$ cat src/rtl/des_key_sched_dec.sv
// DES round-subkey scheduler: emits K16..K1 (decrypt) or K1..K16 (encrypt),
// one subkey per valid/ready handshake.
module des_key_sched_dec #(
   parameter int KEY_WIDTH    = 64,
   parameter int SUBKEY_WIDTH = 48,
   parameter int HALF_WIDTH   = 28
) (
   input  logic                    clk,
   input  logic                    rst,
   input  logic [KEY_WIDTH-1:0]    key_in,
   input  logic                    decrypt,
   input  logic                    key_valid,
   output logic                    key_ready,
   output logic [SUBKEY_WIDTH-1:0] subkey,
   output logic [3:0]              round_idx,
   output logic                    subkey_valid,
   input  logic                    subkey_ready,
   output logic                    done
);

   localparam int unsigned PC1_TAB [56] = '{
      57, 49, 41, 33, 25, 17,  9,  1, 58, 50, 42, 34, 26, 18,
      10,  2, 59, 51, 43, 35, 27, 19, 11,  3, 60, 52, 44, 36,
      63, 55, 47, 39, 31, 23, 15,  7, 62, 54, 46, 38, 30, 22,
      14,  6, 61, 53, 45, 37, 29, 21, 13,  5, 28, 20, 12,  4
   };

   localparam int unsigned PC2_TAB [48] = '{
      14, 17, 11, 24,  1,  5,  3, 28, 15,  6, 21, 10,
      23, 19, 12,  4, 26,  8, 16,  7, 27, 20, 13,  2,
      41, 52, 31, 37, 47, 55, 30, 40, 51, 45, 33, 48,
      44, 49, 39, 56, 34, 53, 46, 42, 50, 36, 29, 32
   };

   typedef enum logic {IDLE, RUN} state_t;

   state_t                  state, state_nxt;
   logic [HALF_WIDTH-1:0]   c_q, d_q, c_nxt, d_nxt;
   logic [3:0]              rnd_q, rnd_nxt;
   logic                    dir_q, dir_nxt;
   logic                    done_q, done_nxt;
   logic [2*HALF_WIDTH-1:0] cd_key;
   logic                    last_round;

   // DES bit n of the key lives at key_in[64-n]; bit 1 of the result is the MSB.
   function automatic logic [2*HALF_WIDTH-1:0] pc1(input logic [KEY_WIDTH-1:0] k);
      logic [2*HALF_WIDTH-1:0] r;
      r = '0;
      for (int unsigned i = 0; i < 56; i++)
         r[55-i] = k[64-PC1_TAB[i]];
      return r;
   endfunction

   function automatic logic [SUBKEY_WIDTH-1:0] pc2(input logic [2*HALF_WIDTH-1:0] cd);
      logic [SUBKEY_WIDTH-1:0] r;
      r = '0;
      for (int unsigned i = 0; i < 48; i++)
         r[47-i] = cd[56-PC2_TAB[i]];
      return r;
   endfunction

   // Rounds 1, 2, 9 and 16 shift by one; every other round shifts by two.
   function automatic logic shift_two(input logic [4:0] round);
      return !(round == 5'd1 || round == 5'd2 || round == 5'd9 || round == 5'd16);
   endfunction

   function automatic logic [HALF_WIDTH-1:0] rotl(input logic [HALF_WIDTH-1:0] x,
                                                  input logic two);
      return two ? {x[HALF_WIDTH-3:0], x[HALF_WIDTH-1:HALF_WIDTH-2]}
                 : {x[HALF_WIDTH-2:0], x[HALF_WIDTH-1]};
   endfunction

   function automatic logic [HALF_WIDTH-1:0] rotr(input logic [HALF_WIDTH-1:0] x,
                                                  input logic two);
      return two ? {x[1:0], x[HALF_WIDTH-1:2]}
                 : {x[0], x[HALF_WIDTH-1:1]};
   endfunction

   assign key_ready    = (state == IDLE) & ~rst;
   assign subkey_valid = (state == RUN);
   assign subkey       = pc2({c_q, d_q});
   assign round_idx    = rnd_q;
   assign done         = done_q;
   assign cd_key       = pc1(key_in);
   assign last_round   = dir_q ? (rnd_q == 4'd0) : (rnd_q == 4'd15);

   always_ff @(posedge clk) begin
      if (rst) begin
         state  <= IDLE;
         c_q    <= '0;
         d_q    <= '0;
         rnd_q  <= '0;
         dir_q  <= 1'b0;
         done_q <= 1'b0;
      end else begin
         state  <= state_nxt;
         c_q    <= c_nxt;
         d_q    <= d_nxt;
         rnd_q  <= rnd_nxt;
         dir_q  <= dir_nxt;
         done_q <= done_nxt;
      end
   end

   always_comb begin
      state_nxt = state;
      c_nxt     = c_q;
      d_nxt     = d_q;
      rnd_nxt   = rnd_q;
      dir_nxt   = dir_q;
      done_nxt  = 1'b0;
      case (state)
         IDLE: begin
            if (key_valid && key_ready) begin
               // Decrypt starts from C0/D0, which already equals C16/D16.
               c_nxt     = decrypt ? cd_key[55:28] : rotl(cd_key[55:28], 1'b0);
               d_nxt     = decrypt ? cd_key[27:0]  : rotl(cd_key[27:0], 1'b0);
               dir_nxt   = decrypt;
               rnd_nxt   = decrypt ? 4'd15 : 4'd0;
               state_nxt = RUN;
            end
         end
         RUN: begin
            if (subkey_ready) begin
               if (last_round) begin
                  state_nxt = IDLE;
                  done_nxt  = 1'b1;
               end else if (dir_q) begin
                  c_nxt   = rotr(c_q, shift_two({1'b0, rnd_q} + 5'd1));
                  d_nxt   = rotr(d_q, shift_two({1'b0, rnd_q} + 5'd1));
                  rnd_nxt = rnd_q - 4'd1;
               end else begin
                  c_nxt   = rotl(c_q, shift_two({1'b0, rnd_q} + 5'd2));
                  d_nxt   = rotl(d_q, shift_two({1'b0, rnd_q} + 5'd2));
                  rnd_nxt = rnd_q + 4'd1;
               end
            end
         end
         default: state_nxt = IDLE;
      endcase
   end

endmodule
$ cat config.mk
export PLATFORM = sky130hd
export DESIGN_NAME = des_key_sched_dec
export DESIGN_NICKNAME = d
export VERILOG_FILES = /design/src/rtl/des_key_sched_dec.sv
export SDC_FILE = /design/constraint.sdc
export NUM_CORES = 1
export LEC_CHECK = 0
export ABC_AREA = 1
export BUFFER_PORTS_ARGS = -buffer_cell sky130_fd_sc_hd__buf_2
export CORE_MARGIN = 4
export CORE_UTILIZATION = 51
export CTS_CLUSTER_SIZE = 40
export DETAILED_ROUTE_END_ITERATION = 10
export MAX_ROUTING_LAYER = met4
export PLACE_DENSITY = 0.79
export SLEW_MARGIN = 40
export SYNTH_ARGS = -nofsm -noshare
export SYNTH_HDL_FRONTEND = slang
export SYNTH_SLANG_ARGS = --single-unit
$ cat constraint.sdc
create_clock -name clk -period 2 [get_ports clk]
set_clock_uncertainty 0.2 [all_clocks]
set_input_delay 0.1 -clock clk [delete_from_list [all_inputs] [get_ports clk]]
set_output_delay 0.1 -clock clk [all_outputs]
set_load 0.1 [all_outputs]
# Yosys cells after proc, flatten, opt, wreduce, memory -nomap -nowiden
# Cells that the tools add are included.
# W data, S select, Z words.
# classes
add_sub_neg	4
multipliers	0
n_div	0
n_lt_le_gt_ge	0
eq_ne	12
shifts	0
muxes	28
bitwise_logic	4
n_reduce_logical	11
# op_table
op	n
$mux W28	14
$pmux W28 S2	2
$mux W4	5
$eq A5 B1 Y1 const B	2
$eq A5 B2 Y1 const B	2
$eq A5 B4 Y1 const B	2
$eq A5 B5 Y1 const B	2
$pmux W4 S2	1
$logic_or A1 B1 Y1	6
$add A4 B1 Y5 const B	1
$add A4 B2 Y5 const B	1
$mux W1	5
$add A4 B1 Y4 const B	1
$eq A4 B4 Y1 const B	1
$logic_not A4 Y1	1
$ne A2 B2 Y1 const B	2
$sub A4 B1 Y4 const B	1
$not A1 Y1	3
$reduce_and A3 Y1	1
$reduce_or A3 Y1	1
$ne A2 B1 Y1 const B	1
$pmux W1 S2	1
$reduce_and A2 Y1	1
$and A1 B1 Y1	1
$logic_and A1 B1 Y1	1
# totals
register_bits	63
latchBits	0
ramBits	0
romBits	0
input_bits	69
output_inout_bits	55
wordCells	65
mem_count	0

# Depth between registers and ports, before layout
# logic_depth
word_depth	10
ltp_mapped	13
mapped_depth_nobuf	11

# Worst setup path before layout
# Ideal clock, no wire load.
# synth_path
path_type	register -> register
startpoint	register state (netlist: subkey_valid)
endpoint	register d_q[2]
setup_ns	0.143
arrival_ns	3.186
required_ns	1.657
setup_slack_ns	-1.529
path_stages_with_launch	10
path_buffers	3
synth_period_minus_slack_ns	3.529
cell_sequence	dfxtp_1 -> buf_2 -> nor2_1 -> nand2_1 -> nand2_2 -> o21ai_4 -> buf_6 -> buf_4 -> nand2_1 -> a21oi_2
# synth_between
elab_chain_cells	5
word_cells_on_any_way	8
classes_between	3 x eq/ne; 1 x mux; 2 x bitwise; 2 x reduce/logical
# synth_rtl
item	line	source
from (decl)	37	state_t state, state_nxt;
from (signal assigned)	96	state <= state_nxt;
$not A1 Y1 (no line)	-	
$and A1 B1 Y1	79	assign key_ready = (state == IDLE) & ~rst;
net key_ready	13	output logic key_ready,
$logic_and A1 B1 Y1	114	if (key_valid && key_ready) begin
$ne A2 B1 Y1 (no line)	-	
$reduce_and A3 Y1 (no line)	-	
to (signal assigned)	98	d_q <= d_nxt;
to (decl)	38	logic [HALF_WIDTH-1:0] c_q, d_q, c_nxt, d_nxt;
# The timed path passes the listed nets, and every way through them passes these cells.
# A chain may end at the register's enable or synchronous reset.

# Worst setup path after layout
# layout_path
startpoint	register rnd_q[1] (netlist: round_idx[1])
endpoint	register c_q[0]
# layout_between
elab_chain_cells	10
word_cells_on_any_way	27
classes_between	2 x add/sub; 10 x eq/ne; 7 x mux; 8 x reduce/logical
# layout_rtl
item	line	source
from (decl)	39	logic [3:0] rnd_q, rnd_nxt;
from (signal assigned)	99	rnd_q <= rnd_nxt;
$add A4 B2 Y5 or $add A4 B1 Y5 (tied branches)	133, 129	
$eq A5 B1 Y1 or $eq A5 B2 Y1 (tied branches)	64	return !(round == 5'd1 || round == 5'd2 || round == 5'd9 || round == 5'd16);
$logic_or A1 B1 Y1 (3 in a row)	64	
$mux W28 (on tied branches)	69, 75	
$mux W28	128	end else if (dir_q) begin
$mux W28	125	if (last_round) begin
$mux W28	124	if (subkey_ready) begin
$pmux W28 S2	112	case (state)
to (signal assigned)	97	c_q <= c_nxt;
to (decl)	38	
# Parallel ways exist; a longest one is shown, timed or not. The select of a mux whose other input is x is not followed.

==> flow_summary.ini <==
[pwr]
powerDensity_nw_per_um2 = 1050
p_total_mw = 7.70
power_switching_mw = 3.93
internal_power_mw = 3.76
pwr-share-comb_pct = 60.4
peakVddDrop_v = 0.000592
power_leakage_nw = 3.52
clock_power_share_pct = 19.3
power_frac_seq_pct = 20.2
swShare_pct = 51.1

[detailed_routing]
dr_total_vias = 7467
wl_mm = 20.5
dr.pass1.iters = 8
avgRoutedWirePerCell_um = 15.6
vias_per_cell = 5.70
drt-initial-drc-count = 1100
drc = 0
detail-route-antenna-nets = 0

[critical_path]
cp_data_arrival_time_ps = 2010
r2r_start = round_idx[1]$_SDFFE_PP0P_
cpMostUsedCell = nand3_1
r2r_slack_ps = -0.6
max_stage_delay_ps = 360
timing.rr.end = c_q[0]$_SDFFE_PP0P_
slowest_stage = dfxtp_4
cp_data_required_time_ps = 2010
worst_r2r_path_depth = 12
crit_chain = ha_4 > inv_1 > nand2_1 > nand3_1 > nand2_4 > buf_12 > buf_6 > nand3_1 > nand3_1 > nand3_1 > nand2_1 > a21oi_2
worstSetupStartpointType = register
end_kind = register
path_max_fanout = 14
criticalPathCategory = register to register

[floorplanning]
start_util_pct = 52.1
io_pins = 124
die_h_um = 119
dieArea_um2 = 14200
die_w_um = 119
core_area_um2 = 12100
fp-row-count = 40

[worst_hold_path]
hold_depth = 5
hp-class = input port to register
holdCritStartpoint = key_in[62]
min_to = c_q[12]$_SDFFE_PP0P_

[clock_network]
cts_tree = built
cts_buffer_depth = 2
cts_buffers = 9
clkLatencyLatePin_ps = 340
numClockSinks = 63
cts_root_buf = clkbuf_16
htree_levels = 3
clkSlewWorstSetupHoldPaths_ps = 60

[yosys]
yosysWarnings = 0
synth_seq_cells = 63
postSynthNetCount = 1185
synth.distinct_cells = 23
synth-edff-count = 0
syn_avg_cell_area_um2 = 5.66
synth_ff_type = dfxtp_1
synth_area_um2 = 6290
yosysSeqAreaShare_pct = 20.1
synth-async-reset-ratio_pct = 0
synthCells = 1112

[layout]
fillers = 1166
final_area_um2 = 7330
drive_above_1_share_pct = 23.6
diodes = 0
syn2layout_area_growth_pct = 16.6
nets = 1210

[sta]
relSlewSlack_pct = 57.0
setup_viol = 1
fin_crit_ps = 2000
setup_tns_ps = -0.598
maxSlewViolCount = 0
postLayoutSetupSlackWorst_ps = -0.598
tightest_slew_ps = 645
finalHoldViolations = 0
period_share_pct = 100
timing.fmax_ghz = 0.500

[place]
dp_hpwl_mm = 11.8
routabilityCongestion = 0.873
io_buffers = 115
place_area_um2 = 6690

[global_route]
track_usage_pct = 25.7
grt_pass1_vias = 6271
antenna_found_initial = 0
grt_max_degree = 86
grt_overflow = 0
grt_pass1_wl_mm = 30.4

[status]
status = complete, but fails checks
violations = negative setup slack

[job]
maxCapViolCount = 0
==> critical path: cells and delay by family (launching register included) <==
family	cells	cell delay [ps]
buffers and inverters	3	370
AOI/OAI and AO/OA	1	60
adders and majority gates	1	150
and+or+nand+nor	7	730
DFF	1	360
==> repair_timing <==
action,CTS,global route
pin swaps,0,2
resized for setup,2,20
setup endpoints to repair,11,59
hold endpoints to repair,9,0
cloned,0,9
hold buffers,3,0
buffers inserted,0,3
==> per-stage QoR <==
stage	hold slack (ps)	instances	worst slack, ps	util (%)
2_1_floorplan	41.8	1112	-136	-
3_3_place_gp	199	1279	21.4	55.4
3_5_place_dp	207	1279	-1.51	55.4
4_1_cts	9.79	1298	8.48	58.0
5_1_grt	35.9	1310	-89.6	60.8
6_report	9.65	1310	-0.598	60.8
==> synthesized netlist by cell type, types with 2 or more instances <==
master	n	share of area, %
a21oi_1	51	4.1
a21oi_2	40	5.6
buf_1	12	0.72
buf_2	30	2.4
buf_4	53	6.3
buf_6	4	0.72
buf_8	2	0.48
clkbuf_1	39	2.3
dfxtp_1	63	20
ha_1	3	0.60
inv_1	96	5.7
nand2_1	262	16
nand2_2	12	1.2
nand3_1	286	23
nor2_1	89	5.3
o21ai_0	62	4.9
xnor2_1	2	0.28
==> how the worst max path moves through the flow <==
stage	slack, ps	startpoint	endpoint	cells after the start
finish	-0.6	round_idx[1]$_SDFFE_PP0P_	c_q[0]$_SDFFE_PP0P_	12
global route	-90	round_idx[1]$_SDFFE_PP0P_	c_q[0]$_SDFFE_PP0P_	12
CTS	8	round_idx[1]$_SDFFE_PP0P_	c_q[2]$_SDFFE_PP0P_	12
detailed placement	-2	round_idx[1]$_SDFFE_PP0P_	c_q[8]$_SDFFE_PP0P_	12
global placement	20	round_idx[1]$_SDFFE_PP0P_	c_q[11]$_SDFFE_PP0P_	12
floorplan	-140	subkey_valid$_SDFF_PP0_	round_idx[3]$_SDFFE_PP0P_	8
==> power by group through the flow <==
stage,sequential (mW),clock [mW],combinational (mW)
floorplan,1.65,0,3.46
global placement,1.57,0,4.05
detailed placement,1.57,0,4.11
CTS,1.55,1.49,4.13
global route,1.58,1.56,4.99
finish,1.56,1.49,4.65
==> logic make-up after synthesis <==
| logic type | count (synthesis) | share of synthesized area, % |
|---|---|---|
| and+or+nand+nor | 652 | 45.2 |
| adders and majority gates | 4 | 0.915 |
| xor gates and xnor gates | 2 | 0.279 |
| AOI/OAI and AO/OA | 154 | 14.8 |
| DFF | 63 | 20.1 |
| buffers and inverters | 237 | 18.7 |
==> layer usage <==
| layer | GRT usage (%) | vias up | wire length, um |
|---|---|---|---|
| met4 | 7.60 | 0 | 539 |
| met1 | 34.9 | 3297 | 8280 |
| met5 | - | - | 0 |
| met2 | 39.2 | 491 | 9220 |
| met3 | 4.70 | 70 | 2450 |
| li1 | - | 3609 | - |
==> cell type report <==
class | count | area [um2] | share of cell area, %
multi-input combinational | 812 | 4010 | 54.6
sequential | 63 | 1280 | 17.4
timing repair buffer | 154 | 1200 | 16.4
inverter | 97 | 364 | 4.96
clock buffer | 12 | 256 | 3.50
tap | 168 | 210 | 2.87
clock inverter | 4 | 20.0 | 0.273
==> cell usage in the layout (no fill, tap or decap), types with 3 or more instances in the layout <==
cell type / n
nand3_1: 285
nand2_1: 226
buf_2: 114
inv_1: 95
nor2_1: 86
o21ai_0: 61
dfxtp_1: 57
a21oi_1: 51
nand2_2: 43
a21oi_2: 40
clkbuf_16: 17
buf_12: 13
buf_4: 11
nand2_4: 5
buf_6: 5
clkinv_2: 4
dfxtp_4: 4
nor2_4: 3
dlygate4sd3_1: 3
==> flip-flops by register name, indices dropped and copies added (netlist names) <==
name          count
done              1
dir_q             1
round_idx         4
d_q              28
subkey_valid      1
c_q              28
No activity file was read; power rests on OpenSTA's default activity.
